===== src/rtl/opb_master_pkg.sv =====
// Shared definitions for the OPB master bridge.
// Holds the FSM state encoding, the default bus widths and the default
// timeout / retry limits used by the top level and its interface.
package opb_master_pkg;

  localparam int unsigned OpbAwidth   = 32;
  localparam int unsigned OpbDwidth   = 32;
  localparam int unsigned DefTimeout  = 16;
  localparam int unsigned DefMaxRetry = 3;

  typedef enum logic [1:0] {
    StIdle = 2'd0,
    StReq  = 2'd1,
    StXfer = 2'd2,
    StResp = 2'd3
  } opb_state_e;

endpackage


===== src/rtl/opb_simulink2opb_master_if.sv =====
// Bundle of the user command/response handshake and the OPB master bus.
// Modport master: the bridge view (drives cmd_ready, rsp_*, M_*).
// Modport slave : the environment view (drives cmd_*, OPB_*).
// Bus vectors use OPB big-endian bit numbering ([0] is the MSB).
interface opb_simulink2opb_master_if
  import opb_master_pkg::*;
#(
  parameter int unsigned AWidth = OpbAwidth,
  parameter int unsigned DWidth = OpbDwidth
);
  localparam int unsigned BeWidth = DWidth / 8;

  // User command side
  logic                cmd_valid;
  logic                cmd_ready;
  logic                cmd_rnw;
  logic [0:AWidth-1]   cmd_addr;
  logic [0:DWidth-1]   cmd_wdata;
  logic [0:BeWidth-1]  cmd_be;
  // User response side
  logic                rsp_valid;
  logic [0:DWidth-1]   rsp_rdata;
  logic                rsp_err;
  logic                rsp_tout;
  // OPB master side
  logic                M_request;
  logic                OPB_MGrant;
  logic                M_select;
  logic                M_RNW;
  logic                M_seqAddr;
  logic                M_busLock;
  logic [0:AWidth-1]   M_ABus;
  logic [0:BeWidth-1]  M_BE;
  logic [0:DWidth-1]   M_DBus;
  logic [0:DWidth-1]   OPB_DBus;
  logic                OPB_xferAck;
  logic                OPB_errAck;
  logic                OPB_retry;
  logic                OPB_toutSup;

  modport master (
    input  cmd_valid, cmd_rnw, cmd_addr, cmd_wdata, cmd_be,
    input  OPB_MGrant, OPB_DBus, OPB_xferAck, OPB_errAck, OPB_retry, OPB_toutSup,
    output cmd_ready, rsp_valid, rsp_rdata, rsp_err, rsp_tout,
    output M_request, M_select, M_RNW, M_seqAddr, M_busLock, M_ABus, M_BE, M_DBus
  );

  modport slave (
    output cmd_valid, cmd_rnw, cmd_addr, cmd_wdata, cmd_be,
    output OPB_MGrant, OPB_DBus, OPB_xferAck, OPB_errAck, OPB_retry, OPB_toutSup,
    input  cmd_ready, rsp_valid, rsp_rdata, rsp_err, rsp_tout,
    input  M_request, M_select, M_RNW, M_seqAddr, M_busLock, M_ABus, M_BE, M_DBus
  );

endinterface


===== src/rtl/opb_tout_counter.sv =====
// Transfer timeout counter.
// clr_i has priority and zeroes the count; en_i increments; otherwise holds.
// tc_o flags the enabled cycle whose increment reaches Limit, so a caller
// acting on tc_o leaves after exactly Limit enabled cycles.
// Ports: clk_i, rst_ni (async active-low), clr_i, en_i, tc_o.
module opb_tout_counter #(
  parameter int unsigned Limit = 16
) (
  input  logic clk_i,
  input  logic rst_ni,
  input  logic clr_i,
  input  logic en_i,
  output logic tc_o
);
  localparam int unsigned Cw = $clog2(Limit + 1);

  logic [Cw-1:0] count_q, count_d;

  always_comb begin
    count_d = count_q;
    if (clr_i) begin
      count_d = '0;
    end else if (en_i) begin
      count_d = count_q + 1'b1;
    end
  end

  assign tc_o = en_i && !clr_i && (count_q == Cw'(Limit - 1));

  always_ff @(posedge clk_i or negedge rst_ni) begin
    if (!rst_ni) begin
      count_q <= '0;
    end else begin
      count_q <= count_d;
    end
  end

endmodule


===== src/rtl/opb_simulink2opb_master.sv =====
// Single-beat OPB master bridging a simple valid/ready command port onto OPB.
// Ports: OPB_Clk (clock), OPB_Rst_n (async active-low reset), bus (master
// modport carrying the command/response handshake and OPB master signals).
// Flow: IDLE accepts a command, REQ requests the bus, XFER drives the cycle
// until xferAck / retry / self-timeout, RESP pulses rsp_valid for one cycle.
module opb_simulink2opb_master
  import opb_master_pkg::*;
#(
  parameter int unsigned C_OPB_AWIDTH = OpbAwidth,
  parameter int unsigned C_OPB_DWIDTH = OpbDwidth,
  parameter int unsigned C_TIMEOUT    = DefTimeout,
  parameter int unsigned C_MAX_RETRY  = DefMaxRetry
) (
  input logic                        OPB_Clk,
  input logic                        OPB_Rst_n,
  opb_simulink2opb_master_if.master  bus
);
  localparam int unsigned BeWidth = C_OPB_DWIDTH / 8;
  // Must hold C_MAX_RETRY + 1 so the "exceeded" value is representable.
  localparam int unsigned RetryW  = $clog2(C_MAX_RETRY + 2);

  opb_state_e state_q, state_d;

  logic                     rnw_q, rnw_d;
  logic [0:C_OPB_AWIDTH-1]  addr_q, addr_d;
  logic [0:C_OPB_DWIDTH-1]  wdata_q, wdata_d;
  logic [0:BeWidth-1]       be_q, be_d;
  logic [RetryW-1:0]        retry_q, retry_d;
  logic [RetryW-1:0]        retry_inc;
  logic [0:C_OPB_DWIDTH-1]  rdata_q, rdata_d;
  logic                     err_q, err_d;
  logic                     tout_q, tout_d;

  logic xfer;
  logic tout_tc;

  assign xfer      = (state_q == StXfer);
  assign retry_inc = retry_q + 1'b1;

  // Counter is held clear outside XFER so every XFER entry starts from zero.
  opb_tout_counter #(
    .Limit (C_TIMEOUT)
  ) u_tout_counter (
    .clk_i  (OPB_Clk),
    .rst_ni (OPB_Rst_n),
    .clr_i  (!xfer),
    .en_i   (xfer && !bus.OPB_toutSup),
    .tc_o   (tout_tc)
  );

  always_comb begin
    state_d = state_q;
    rnw_d   = rnw_q;
    addr_d  = addr_q;
    wdata_d = wdata_q;
    be_d    = be_q;
    retry_d = retry_q;
    rdata_d = rdata_q;
    err_d   = err_q;
    tout_d  = tout_q;

    unique case (state_q)
      StIdle: begin
        retry_d = '0;
        if (bus.cmd_valid) begin
          rnw_d   = bus.cmd_rnw;
          addr_d  = bus.cmd_addr;
          wdata_d = bus.cmd_wdata;
          be_d    = bus.cmd_be;
          state_d = StReq;
        end
      end
      StReq: begin
        if (bus.OPB_MGrant) begin
          state_d = StXfer;
        end
      end
      StXfer: begin
        // Priority: xferAck over retry over self-timeout.
        if (bus.OPB_xferAck) begin
          if (rnw_q) begin
            rdata_d = bus.OPB_DBus;
          end
          err_d   = bus.OPB_errAck;
          tout_d  = 1'b0;
          state_d = StResp;
        end else if (bus.OPB_retry) begin
          retry_d = retry_inc;
          if (retry_inc > RetryW'(C_MAX_RETRY)) begin
            err_d   = 1'b1;
            tout_d  = 1'b0;
            state_d = StResp;
          end else begin
            state_d = StReq;
          end
        end else if (tout_tc) begin
          err_d   = 1'b0;
          tout_d  = 1'b1;
          state_d = StResp;
        end
      end
      StResp: begin
        state_d = StIdle;
      end
      default: begin
        state_d = StIdle;
      end
    endcase
  end

  always_ff @(posedge OPB_Clk or negedge OPB_Rst_n) begin
    if (!OPB_Rst_n) begin
      state_q <= StIdle;
      rnw_q   <= 1'b0;
      addr_q  <= '0;
      wdata_q <= '0;
      be_q    <= '0;
      retry_q <= '0;
      rdata_q <= '0;
      err_q   <= 1'b0;
      tout_q  <= 1'b0;
    end else begin
      state_q <= state_d;
      rnw_q   <= rnw_d;
      addr_q  <= addr_d;
      wdata_q <= wdata_d;
      be_q    <= be_d;
      retry_q <= retry_d;
      rdata_q <= rdata_d;
      err_q   <= err_d;
      tout_q  <= tout_d;
    end
  end

  // OPB is a wired-OR bus: every master output must be zero when not selected.
  assign bus.cmd_ready = (state_q == StIdle);
  assign bus.M_request = (state_q == StReq);
  assign bus.M_select  = xfer;
  assign bus.M_RNW     = xfer && rnw_q;
  assign bus.M_ABus    = xfer ? addr_q : '0;
  assign bus.M_BE      = xfer ? be_q : '0;
  assign bus.M_DBus    = (xfer && !rnw_q) ? wdata_q : '0;
  assign bus.M_seqAddr = 1'b0;
  assign bus.M_busLock = 1'b0;
  assign bus.rsp_valid = (state_q == StResp);
  assign bus.rsp_rdata = rdata_q;
  assign bus.rsp_err   = err_q;
  assign bus.rsp_tout  = tout_q;

endmodule


===== src/flat_wrapper.sv =====
// flat-port wrapper written by rule: the top's interface ports become plain ports
module opb_simulink2opb_master_flat import opb_master_pkg::*;
#(
  parameter int unsigned C_OPB_AWIDTH = OpbAwidth,
  parameter int unsigned C_OPB_DWIDTH = OpbDwidth,
  parameter int unsigned C_TIMEOUT    = DefTimeout,
  parameter int unsigned C_MAX_RETRY  = DefMaxRetry
)
  (OPB_Clk, OPB_Rst_n, bus_cmd_valid, bus_cmd_rnw, bus_cmd_addr, bus_cmd_wdata, bus_cmd_be, bus_OPB_MGrant, bus_OPB_DBus, bus_OPB_xferAck, bus_OPB_errAck, bus_OPB_retry, bus_OPB_toutSup, bus_cmd_ready, bus_rsp_valid, bus_rsp_rdata, bus_rsp_err, bus_rsp_tout, bus_M_request, bus_M_select, bus_M_RNW, bus_M_seqAddr, bus_M_busLock, bus_M_ABus, bus_M_BE, bus_M_DBus);
  opb_simulink2opb_master_if #(.AWidth(32), .DWidth(32)) bus_i ();
  input logic OPB_Clk;
  input logic OPB_Rst_n;
  input wire logic [$bits(bus_i.cmd_valid)-1:0] bus_cmd_valid;
  input wire logic [$bits(bus_i.cmd_rnw)-1:0] bus_cmd_rnw;
  input wire logic [$bits(bus_i.cmd_addr)-1:0] bus_cmd_addr;
  input wire logic [$bits(bus_i.cmd_wdata)-1:0] bus_cmd_wdata;
  input wire logic [$bits(bus_i.cmd_be)-1:0] bus_cmd_be;
  input wire logic [$bits(bus_i.OPB_MGrant)-1:0] bus_OPB_MGrant;
  input wire logic [$bits(bus_i.OPB_DBus)-1:0] bus_OPB_DBus;
  input wire logic [$bits(bus_i.OPB_xferAck)-1:0] bus_OPB_xferAck;
  input wire logic [$bits(bus_i.OPB_errAck)-1:0] bus_OPB_errAck;
  input wire logic [$bits(bus_i.OPB_retry)-1:0] bus_OPB_retry;
  input wire logic [$bits(bus_i.OPB_toutSup)-1:0] bus_OPB_toutSup;
  output wire logic [$bits(bus_i.cmd_ready)-1:0] bus_cmd_ready;
  output wire logic [$bits(bus_i.rsp_valid)-1:0] bus_rsp_valid;
  output wire logic [$bits(bus_i.rsp_rdata)-1:0] bus_rsp_rdata;
  output wire logic [$bits(bus_i.rsp_err)-1:0] bus_rsp_err;
  output wire logic [$bits(bus_i.rsp_tout)-1:0] bus_rsp_tout;
  output wire logic [$bits(bus_i.M_request)-1:0] bus_M_request;
  output wire logic [$bits(bus_i.M_select)-1:0] bus_M_select;
  output wire logic [$bits(bus_i.M_RNW)-1:0] bus_M_RNW;
  output wire logic [$bits(bus_i.M_seqAddr)-1:0] bus_M_seqAddr;
  output wire logic [$bits(bus_i.M_busLock)-1:0] bus_M_busLock;
  output wire logic [$bits(bus_i.M_ABus)-1:0] bus_M_ABus;
  output wire logic [$bits(bus_i.M_BE)-1:0] bus_M_BE;
  output wire logic [$bits(bus_i.M_DBus)-1:0] bus_M_DBus;
  assign bus_i.cmd_valid = bus_cmd_valid;
  assign bus_i.cmd_rnw = bus_cmd_rnw;
  assign bus_i.cmd_addr = bus_cmd_addr;
  assign bus_i.cmd_wdata = bus_cmd_wdata;
  assign bus_i.cmd_be = bus_cmd_be;
  assign bus_i.OPB_MGrant = bus_OPB_MGrant;
  assign bus_i.OPB_DBus = bus_OPB_DBus;
  assign bus_i.OPB_xferAck = bus_OPB_xferAck;
  assign bus_i.OPB_errAck = bus_OPB_errAck;
  assign bus_i.OPB_retry = bus_OPB_retry;
  assign bus_i.OPB_toutSup = bus_OPB_toutSup;
  assign bus_cmd_ready = bus_i.cmd_ready;
  assign bus_rsp_valid = bus_i.rsp_valid;
  assign bus_rsp_rdata = bus_i.rsp_rdata;
  assign bus_rsp_err = bus_i.rsp_err;
  assign bus_rsp_tout = bus_i.rsp_tout;
  assign bus_M_request = bus_i.M_request;
  assign bus_M_select = bus_i.M_select;
  assign bus_M_RNW = bus_i.M_RNW;
  assign bus_M_seqAddr = bus_i.M_seqAddr;
  assign bus_M_busLock = bus_i.M_busLock;
  assign bus_M_ABus = bus_i.M_ABus;
  assign bus_M_BE = bus_i.M_BE;
  assign bus_M_DBus = bus_i.M_DBus;
  opb_simulink2opb_master #(.C_OPB_AWIDTH(C_OPB_AWIDTH), .C_OPB_DWIDTH(C_OPB_DWIDTH), .C_TIMEOUT(C_TIMEOUT), .C_MAX_RETRY(C_MAX_RETRY)) u_core (.OPB_Clk(OPB_Clk), .OPB_Rst_n(OPB_Rst_n), .bus(bus_i));
endmodule

===== config.mk =====
export PLATFORM = sky130hd
export DESIGN_NAME = opb_simulink2opb_master_flat
export DESIGN_NICKNAME = d
export VERILOG_FILES = /design/src/rtl/opb_master_pkg.sv /design/src/rtl/opb_simulink2opb_master_if.sv /design/src/rtl/opb_tout_counter.sv /design/src/rtl/opb_simulink2opb_master.sv /design/src/flat_wrapper.sv
export SDC_FILE = /design/constraint.sdc
export NUM_CORES = 1
export LEC_CHECK = 0
export ABC_AREA = 0
export BUFFER_PORTS_ARGS = -buffer_cell sky130_fd_sc_hd__buf_2
export CORE_ASPECT_RATIO = 0.75
export CORE_UTILIZATION = 52
export CTS_CLUSTER_DIAMETER = 100
export DETAILED_ROUTE_END_ITERATION = 16
export GPL_TIMING_DRIVEN = 0
export HOLD_SLACK_MARGIN = 0.02
export PLACE_DENSITY = 0.85
export SLEW_MARGIN = 20
export SYNTH_ARGS = -nofsm -noshare
export SYNTH_HDL_FRONTEND = slang
export SYNTH_SLANG_ARGS = --single-unit

===== constraint.sdc =====
create_clock -name OPB_Clk -period 4 [get_ports OPB_Clk]
set_clock_uncertainty 0.1 [all_clocks]
set_input_delay 0.2 -clock OPB_Clk [delete_from_list [all_inputs] [get_ports OPB_Clk]]
set_output_delay 0.2 -clock OPB_Clk [all_outputs]
set_load 0.005 [all_outputs]

==> results.md, run 1 <==
* Status: finished, final reports clean
* Maxcap violations at 0
* Final HPWL DP at 8960 µm
* Setup Fix Bufs, Post-CTS at 0
* Startpoint types: flip-flop
* R2R cell count at 5
* Layout area overhead at 55.5%
* Placeable Area at 9660 µm²
* Routability cong. at 0.835
* Synth top area share at 54.8%
* Via Count at 4252
* Starting DRT DRC Count at 140
* Syn Std Cell Area at 5160 µm²
* Final net count at 819
* Count of cell types in the netlist at 37
* R2R Path End: u_core.bus.rsp_tout
* Min cycle time layout at 2.60 ns
* Worst path buffer plus inverter count at 4
* Hold Vio Cnt, Final at 0
* Ys flop type: dfrtp_1
* Clk_lat worst skew at 0.40 ns
* Fin. max-slew vios at 0
* H-tree depth at 4
* RSZ-0062 raised after global routing: no
* WL/cell at 18.3 µm
* Cell Pwr Density at 676 nW/µm²
* Number of global-route vias before repair at 4628
* Leading area contributor after synthesis: dfrtp_1
* Critical Path AT at 2.30 ns
* CP Cell Sequence: buf_6 -> nand2b_4 -> buf_6 -> nor2_1 -> clkbuf_1 -> and2_1 -> buf_2
* Most common cell on crit path: buf_6
* Final instance area at 8020 µm²
* R2R Setup Slk at 2.17 ns
* DRT Pass-1 Iters at 4
* Layout Utilization at 83.0%
* Slowest Stage Delay on Critical Path at 0.42 ns
* Pre-CTS setup slack at 1.88 ns
* Mapped Avg Cell Area at 14.0 µm²
* Grt ovf at 0
* Post-route ant nets at 0
* Initial antenna violation count at 0
* Worst r2r src: u_core.retry_q[0]
* Synth Instances at 368
* Warnings from Yosys at 0
* Vias/cell at 5.01
* Setup TNS at 0 ns
* First-pass GRT wire length at 22900 µm
* Required time of the critical path at 3.70 ns
* Largest net degree at the start of global routing at 67
* Dpl cell area at 6430 µm²
* DRC at 0
* Die area at 10300 µm²
* Total Wirelength at 15600 µm
* Ant diodes at 0
* Top delay family on crit path: buffers and inverters
* Seq/Total Area, Yosys at 54.8%
* Peak supply drop at 0.372 mV
* Fin crit share at 65.1%
* Hold path cells at 3
* Layout cells sized above 1 at 51.2%
* Final Power at 5.42 mW
* Global Route Usage Sum at 30.1%
* Die Span Y at 88.2 µm
* Final setup margin at 1.40 ns
* Top cells by count, synth: dfrtp_1 (113), and2_1 (71), mux2_2 (61), mux2_4 (40)
* Synthesis-stage register bit count at 113
* Starting Density at 53.4%
* Fmax at 384 MHz
* FP Rows at 31
* Root Buffer: clkbuf_16
* CTS tree: yes
* I/O Pins at 218
* Clock Path Buffers at 2
* Die width at 117 µm
* Slowest CP cell: clkbuf_1
* Crit Path Class: reg -> out
* Min-Delay Startpoint: bus_OPB_retry
* TritonCTS buffer count at 17
* Reg clk slew, reported paths at 0.05 ns
* Least-Margin Pin Slew at 0.571 ns
* Slew headroom at 61.9%
* Clk sinks at 113
* Number of synthesized flops with an enable pin at 0
* Hold WC Path Type: in -> reg
* Top cells by area, synth: dfrtp_1 (55%), mux2_2 (13%), mux2_4 (12%), and2_1 (8.6%), buf_6 (2.0%)
* Crit end category: primary output
* Crit path max fanout at 10
* Min-Delay Endpoint: u_core.retry_q[2]
* Post-synth ARST share at 100%
* IO buf count at 214
* Most instantiated library cell after synthesis: dfrtp_1
* Count of final setup violators at 0
* Leakage Power at 4.13 nW
[cell usage in the layout, fill, tap and decap left out, types with 3 or more instances in the layout]
cell           count
a21oi_1            3
a22o_1             3
buf_4              7
clkbuf_1          10
nor2_1             9
clkbuf_16         17
buf_6             10
dfrtp_1          113
mux2_2            61
nor2b_1            4
and2_1            71
o22ai_1            4
dlygate4sd3_1    103
mux2_4            40
ha_1               4
clkinv_2           5
buf_2            213
clkbuf_8           5
inv_1              6
[metrics by stage]
stage | hold slack (ns) | cells
after floorplan | -0.196 | 369
after global placement | 0.332 | 715
after detailed placement | 0.0710 | 716
after CTS | 0.0286 | 849
after global routing | 0.0411 | 849
final | 0.0421 | 849
[power by group]
group,internal [mW],switching [mW]
logic,1.18,0.798
registers,1.69,0.330
clock network,0.923,0.493
total,3.80,1.62
[worst register-to-register path, delay by kind of cell (launching register included)]
family          cells  cell delay [ns]
simple gates        1             0.43
compound gates      2             0.41
flops               1             0.39
fa+ha+maj           1             0.30
buf+inv             1             0.09
[per-layer routing]
metal  share of wire, %  up-vias  routed length [µm]  GRT usage [%]
met1                 40     2129                6230           33.3
met2                 53      185                8220           56.8
li1                   -     1920                   -              -
met4                1.1        0                 165           9.67
met3                6.1       18                 943           7.88
met5                  0        -                   0              0
[worst max path at each step]
stage	startpoint	endpoint	slack, ns	depth (start not counted)
2_1_floorplan	u_core.retry_q[0]	u_core.bus.rsp_tout	2.30	5
3_3_place_gp	OPB_Rst_n	u_core.bus.rsp_rdata[8]	1.38	1
3_5_place_dp	u_core.state_q[0]	bus_M_DBus[16]	1.88	7
4_1_cts	u_core.state_q[0]	bus_M_DBus[16]	1.44	7
5_1_grt	u_core.state_q[0]	bus_M_DBus[11]	1.29	7
6_report	u_core.state_q[0]	bus_M_DBus[18]	1.40	7
[flip-flops by register name, indices dropped and copies added, names as in the netlist]
name / flops
u_core.retry_q: 3
u_core.wdata_q: 32
u_core.be_q: 4
u_core.bus.rsp_rdata: 32
u_core.state_q: 2
u_core.bus.rsp_err: 1
u_core.u_tout_counter.count_q: 5
u_core.rnw_q: 1
u_core.bus.rsp_tout: 1
u_core.addr_q: 32
[area by class of cell]
class / count / area, µm²
timing repair buffer: 318 / 2140
multi-input combinational: 225 / 2120
clock inverter: 6 / 55.1
clock buffer: 24 / 502
inverter: 7 / 28.8
tap: 132 / 165
sequential: 113 / 2830
fill: 494 / 1640
buffer: 24 / 184
[cells by family after synthesis]
group	count (synthesis)	share of synthesized area, %
fa+ha+maj	4	0.971
xor+xnor	4	0.680
buf+inv	31	4.13
flops	113	54.8
simple gates	97	11.8
mux	103	25.4
compound gates	15	2.11
other cells	1	0.0727
[repair_timing]
item / in CTS / in global routing
hold buffers: 103 / 0
endpoints found under the hold margin: 150 / 0
gates resized for setup: 0 / 0
Note: power is estimated with default switching activity, not from simulation.
==> inputs of run 2 (changes only) <==
ABC_AREA = 1   (was 0)
CORE_UTILIZATION = 44   (was 52)
PLACE_DENSITY = 0.76   (was 0.85)
clock period = 2.3 ns   (was 4 ns; I/O delays follow)
==> run 2 against run 1 <==
Synthesized area grew 1.5%. Die area grew 20%. Synthesized cell count rose by 65%. Combinational power is 84% higher. Critical path depth is 1 lower. Hold slack better by 0.016 ns. Via count rose by 23%. Register-to-register slack got worse by 1.6 ns. Count of clock-buffer cells in the layout fell by 6. Wire length rose by 1.0%. Sequential cell count unchanged. Power grew 77%. Highest routed layer unchanged.
==> results.md, run 2 <==
* Status: finished, final reports clean
* Power Internal at 6.11 mW (+61%)
* Fmax at 483 MHz
* R2R Setup Slk at 0.53 ns (-1.64 ns)
* WL/cell at 14.0 µm (-24%)
* Hold Vio Cnt, Final at 0 (unchanged)
* Critical Path AT at 1.85 ns (-0.45 ns)
* Layout area overhead at 57.6%
* Warnings from Yosys at 0 (unchanged)
* Min cycle time layout at 2.07 ns
* Top cells by count, synth: nor2_1 (145), dfrtp_1 (113), nand2_1 (95), inv_1 (83), a21oi_2 (52)
* Die area at 12300 µm² (+20%)
* Hold path cells at 7 (+4)
* Most frequent cells in the layout: buf_2 (222), nor2_1 (145), dfrtp_1 (113), dlygate4sd3_1 (108), nand2_1 (95)
* Placeable Area at 11600 µm² (+20%)
* Reg clk slew, reported paths at 0.05 ns (about the same)
* RSZ-0062 raised after global routing: no
* Vias/cell at 4.65 (-7.1%)
* Most instantiated library cell after synthesis: nor2_1
* Peak supply drop at 0.632 mV (+70%)
* I/O Pins at 218 (unchanged)
* Synth top area share at 54.0% (-0.80 points)
* Worst r2r src: u_core.state_q[0]
* Min Hold Slack at 0.0577 ns (+0.0156 ns)
* Cell Pwr Density at 1160 nW/µm² (+72%)
* Final Power at 9.56 mW (+77%)
* Root Buffer: clkbuf_16
* Synth Area in XOR/XNOR at 0.167% (-0.51 points)
* Sequential power share at 33.5% (-3.8 points)
* Pre-CTS setup slack at 0.702 ns (-1.18 ns)
* Crit end category: primary output
* Final HPWL DP at 9430 µm (+5.2%)
* Post-synthesis compound-gate area fraction at 11.3% (+9.2 points)
* Adder and majority cell fraction of the synthesized area at 0.956% (-0.014 points)
* DRT Pass-1 Iters at 5 (+1)
* Mapped Avg Cell Area at 8.62 µm² (-38%)
* IO buf count at 214 (unchanged)
* CTS tree: yes
* Ant diodes at 0 (unchanged)
* Fillers at 845 (+71%)
* Register Area at 2830 µm² (unchanged)
* Crit path max fanout at 10 (unchanged)
* Syn Std Cell Area at 5230 µm² (+1.5%)
* Fin crit share at 90.0%
* Routability cong. at 0.789 (-5.5%)
* Leakage Power at 4.61 nW (+12%)
* Die Span Y at 96.4 µm (+9.3%)
* Crit Path Class: reg -> out
* Required time of the critical path at 2.09 ns (-1.61 ns)
* Final net count at 1063 (+30%)
* Switch Pwr at 3.45 mW (+110%)
* Clk_lat worst skew at 0.40 ns (about the same)
* Die width at 128 µm (+9.4%)
* Seq/Total Area, Yosys at 54.0% (-0.80 points)
* Top cells by area, synth: dfrtp_1 (54%), nor2_1 (10%), a21oi_2 (8.7%), nand2_1 (6.8%), inv_1 (6.0%)
* Count of final setup violators at 0 (unchanged)
* Clk pwr share at 28.5% (+2.4 points)
* Via Count at 5234 (+23%)
* Number of global-route vias before repair at 4963 (+7.2%)
* Layout cells sized above 1 at 35.3% (-16 points)
* Synth Instances at 607 (+65%)
* Clock Path Buffers at 2 (unchanged)
* Starting DRT DRC Count at 256 (+83%)
* Initial antenna violation count at 0 (unchanged)
* R2R Path End: u_core.bus.rsp_rdata[31]
* R2R cell count at 6 (+1)
* Ys flop type: dfrtp_1
* Commonest non-fill, non-tap cell in the layout: buf_2
* Post-synth ARST share at 100% (unchanged)
* Mux contribution to synthesized area at 0% (-25 points)
* Cts repair resizes at 0 (unchanged)
* Area of the multi-input gates at 1840 µm² (-13%)
* Number of synthesized flops with an enable pin at 0 (unchanged)
* Startpoint types: flip-flop
* Post-Synth Simple-Gate Area at 22.7% (+11 points)
* Total Wirelength at 15700 µm (+1.0%)
* Main combinational cell family by area after synthesis: simple AND/OR/NAND/NOR gates
* Leading area contributor after synthesis: dfrtp_1
* Setup Fix Bufs, Post-CTS at 0 (unchanged)
* Largest net degree at the start of global routing at 65 (-3.0%)
* TritonCTS buffer count at 17 (unchanged)
* FP Rows at 34 (+9.7%)
* Min-Delay Startpoint: bus_cmd_valid
* Clk sinks at 113 (unchanged)
* Starting Density at 45.2% (-8.2 points)
* DRC at 0 (unchanged)
* Final setup margin at 0.230 ns (-1.17 ns)
* Global Route Usage Sum at 25.7% (-4.4 points)
* Sw Share at 36.1% (+6.2 points)
* Logic pwr share at 38.0% (+1.5 points)
* Fin. max-slew vios at 0 (unchanged)
* Count of cell types in the netlist at 23 (-38%)
* Grt ovf at 0 (unchanged)
* H-tree depth at 4 (unchanged)
* Post-route ant nets at 0 (unchanged)
* Min-Delay Endpoint: u_core.state_q[0]
* Hold WC Path Type: in -> reg
* Synthesis-stage register bit count at 113 (unchanged)
* First-pass GRT wire length at 24100 µm (+5.3%)
* Maxcap violations at 0 (unchanged)
run 2: worst max-delay path by stage:
stage | startpoint | endpoint | slack [ns] | cells past startpoint
after floorplan | u_core.u_tout_counter.count_q[0] | u_core.state_q[1] | 0.82 | 7
after global placement | OPB_Rst_n | u_core.bus.rsp_rdata[28] | -0.35 | 1
after detailed placement | u_core.state_q[1] | bus_M_DBus[17] | 0.70 | 6
after CTS | u_core.state_q[1] | bus_M_DBus[17] | 0.25 | 6
after global routing | u_core.state_q[1] | bus_M_DBus[23] | 0.08 | 6
final | u_core.state_q[1] | bus_M_DBus[15] | 0.23 | 6
run 2: cell type report:
type / instances / share of cell area (%)
inverter: 85 / 3.87
timing repair buffer: 323 / 26.5
tap: 162 / 2.46
sequential: 113 / 34.3
clock inverter: 14 / 2.20
clock buffer: 18 / 5.33
buffer: 35 / 3.00
multi-input combinational: 375 / 22.3
run 2: critical path, cell delays in order, from the launching register on:
cell and delay [ns]:
dfrtp_1 0.49, inv_2 0.07, nor2_4 0.14, nand2_1 0.21, buf_2 0.25, nor2_1 0.14, buf_2 0.15
run 2: logic make-up (layout without fill, tap and decap cells):
kind of cell	Yosys count	after routing
flops	113	113
other cells	1	2
fa+ha+maj	4	4
compound gates	78	78
xor+xnor	1	1
buf+inv	120	475
simple gates	290	290
run 2: what timing repair did:
item                                   in CTS  in global routing
setup endpoints to repair                   0                  0
hold buffers                              108                  0
endpoints found under the hold margin     223                  0
run 2: per-stage QoR:
stage	cells	TNS [ns]	cell area (µm²)	util, %
after floorplan	608	0	5240	-
after global placement	984	-38.12	6510	56.3
after detailed placement	985	0	6540	56.6
after CTS	1125	0	8250	71.3
after global routing	1125	0	8250	71.3
final	1125	0	8250	71.3
run 2: power groups by stage:
stage | Sequential (mW) | Clock (mW) | Combinational (mW)
final | 3.20 | 2.72 | 3.64
after global routing | 3.29 | 2.85 | 4.07
after CTS | 3.19 | 2.76 | 3.59
after detailed placement | 3.21 | 0 | 3.42
after global placement | 3.17 | 0 | 3.35
after floorplan | 3.19 | 0 | 2.15
run 2: per-layer routing:
layer | global-route usage (%) | up-vias | part of all wire (%)
met5 | 0 | - | 0
met4 | 12.3 | 0 | 2.9
met3 | 4.13 | 43 | 3.7
met2 | 44.7 | 175 | 51
met1 | 31.9 | 2478 | 43
li1 | - | 2538 | -
==> inputs of run 3 (changes only) <==
GPL_TIMING_DRIVEN = unset   (was 0)
==> run 3 against run 2 <==
Clock power down 3%. Combinational power is 5% lower. Register-to-register slack gained 0.13 ns. Wire length fell by 4.7%. Hold slack improved by 0.050 ns. Cell count shrank 2.5%. Sequential power hardly changed. Largest power group unchanged. Power decreased by 2.5%. Critical path depth is the same. Die area is the same. Utilization fell by 1.6 points. First-iteration DRC count is 13% higher. Critical endpoint is now bus_M_DBus[18].
==> results.md, run 3 (synthesized netlist as in run 2, its figures left out) <==
* Final HPWL DP at 8520 µm (-9.6%)
* Crit path from: u_core.state_q[1]
* Starting Density at 45.2% (unchanged)
* Most frequent cells in the layout: buf_2 (214), nor2_1 (145), dfrtp_1 (113), dlygate4sd3_1 (106), nand2_1 (95)
* H-tree depth at 4 (unchanged)
* Fmax at 475 MHz (-1.7%)
* Leakage Power at 4.51 nW (-2.1%)
* FP Rows at 34 (unchanged)
* Layout cells sized above 1 at 33.8% (-1.5 points)
* Routability cong. at 0.809 (+2.5%)
* Clk sinks at 113 (unchanged)
* Maxcap violations at 0 (unchanged)
* WL/cell at 13.7 µm (-2.2%)
* Hold WC Path Type: in -> reg
* Status: finished, final reports clean
* Global Route Usage Sum at 24.7% (-1.0 points)
* Starting DRT DRC Count at 289 (+13%)
* Worst r2r src: u_core.state_q[0]
* Layout Utilization at 69.6% (-1.6 points)
* Clk_lat worst skew at 0.40 ns (about the same)
* Least-Margin Pin Slew at 0.723 ns
* R2R Path End: u_core.wdata_q[11]
* Startpoint types: flip-flop
* Fin. max-slew vios at 0 (unchanged)
* Die width at 128 µm (unchanged)
* R2R Setup Slk at 0.66 ns (+0.13 ns)
* Commonest non-fill, non-tap cell in the layout: buf_2
* Peak supply drop at 0.571 mV (-9.7%)
* Clock Path Buffers at 2 (unchanged)
* Pre-CTS setup slack at 0.645 ns (-0.0566 ns)
* Final non-filler cell total at 1097 (-2.5%)
* R2R cell count at 5 (-1)
* I/O Pins at 218 (unchanged)
* Total Wirelength at 15000 µm (-4.7%)
* Slew headroom at 51.8%
* Setup crit end: bus_M_DBus[18]
* CTS tree: yes
* Cts repair resizes at 0 (unchanged)
* Post-route ant nets at 0 (unchanged)
* Final Power at 9.32 mW (-2.5%)
* Hold Vio Cnt, Final at 0 (unchanged)
* Initial antenna violation count at 0 (unchanged)
* Critical Path AT at 1.89 ns (+0.04 ns)
* Crit path max fanout at 32 (+22)
* Hold path cells at 7 (unchanged)
* Required time of the critical path at 2.09 ns (about the same)
* Cell count after placement at 959 (-2.6%)
* Die area at 12300 µm² (unchanged)
* Cell Pwr Density at 1160 nW/µm² (-0.23%)
* Number of global-route vias before repair at 5129 (+3.3%)
* Reg clk slew, reported paths at 0.05 ns (about the same)
* Die Span Y at 96.4 µm (unchanged)
* Vias/cell at 4.71 (+1.2%)
* First-pass GRT wire length at 23600 µm (-1.9%)
* DRT Pass-1 Iters at 5 (unchanged)
* Crit end category: primary output
* Largest net degree at the start of global routing at 114 (+75%)
* Final net count at 1035 (-2.6%)
* Setup TNS at 0 ns (unchanged)
* Ant diodes at 0 (unchanged)
* Final setup margin at 0.195 ns (-0.0350 ns)
* TritonCTS buffer count at 17 (unchanged)
* Count of final setup violators at 0 (unchanged)
* IO buf count at 215 (+0.47%)
* Grt ovf at 0 (unchanged)
* Fin crit share at 91.5% (+1.5 points)
* Min-Delay Startpoint: bus_cmd_valid
* DRC at 0 (unchanged)
* Placeable Area at 11600 µm² (unchanged)
* Crit Path Class: reg -> out
* Via Count at 5165 (-1.3%)
* RSZ-0062 raised after global routing: no
* Root Buffer: clkbuf_16
* Layout area overhead at 53.9%
* Min cycle time layout at 2.10 ns (+0.0350 ns)
## run 3: final cells by class
cell class / count / area, µm²
Clock inverter: 13 / 163
Clock buffer: 19 / 443
Fill cell: 867 / 3520
Inverter: 85 / 319
Timing Repair Buffer: 330 / 2240
Multi-Input combinational cell: 375 / 1860
Tap cell: 162 / 203
Sequential cell: 113 / 2830
## run 3: worst min-delay path by stage
stage	endpoint	slack, ns
floorplan	u_core.addr_q[0]	-0.28
global placement	u_core.wdata_q[26]	0.15
detailed placement	u_core.wdata_q[26]	0.15
CTS	u_core.state_q[0]	0.09
global route	u_core.state_q[0]	0.12
finish	u_core.state_q[0]	0.11
## run 3: per-layer routing
metal / share of wire, % / GRT usage, %
met1: 40 / 29.2
met2: 50 / 40.9
met3: 4.9 / 4.85
met4: 4.8 / 18.2
met5: 0 / 0
## run 3: power by group
part | leakage [nW] | total (mW) | switching [mW] | internal (mW)
sequential | 1.30 | 3.21 | 0.356 | 2.85
clock | 0.289 | 2.64 | 0.914 | 1.73
combinational | 2.92 | 3.47 | 2.06 | 1.41
total | 4.51 | 9.32 | 3.33 | 5.99
## run 3: timing repair
item	CTS	global route
hold buffers	106	0
setup buffers	0	0
endpoints found under the hold margin	223	0
endpoints found under the setup margin	0	0
## run 3: worst max-delay path: stages (launching register included)
cell and delay (ns):
dfrtp_1 0.48, inv_2 0.07, nor2_4 0.28, nand2_1 0.08, buf_4 0.25, nor2_1 0.17
buf_2 0.14
## run 3: through the flow
step / hold slack [ns] / instance area (µm²)
floorplan: -0.281 / 5240
global placement: 0.154 / 6390
detailed placement: 0.151 / 6390
CTS: 0.0872 / 8060
global route: 0.120 / 8060
finish: 0.108 / 8060
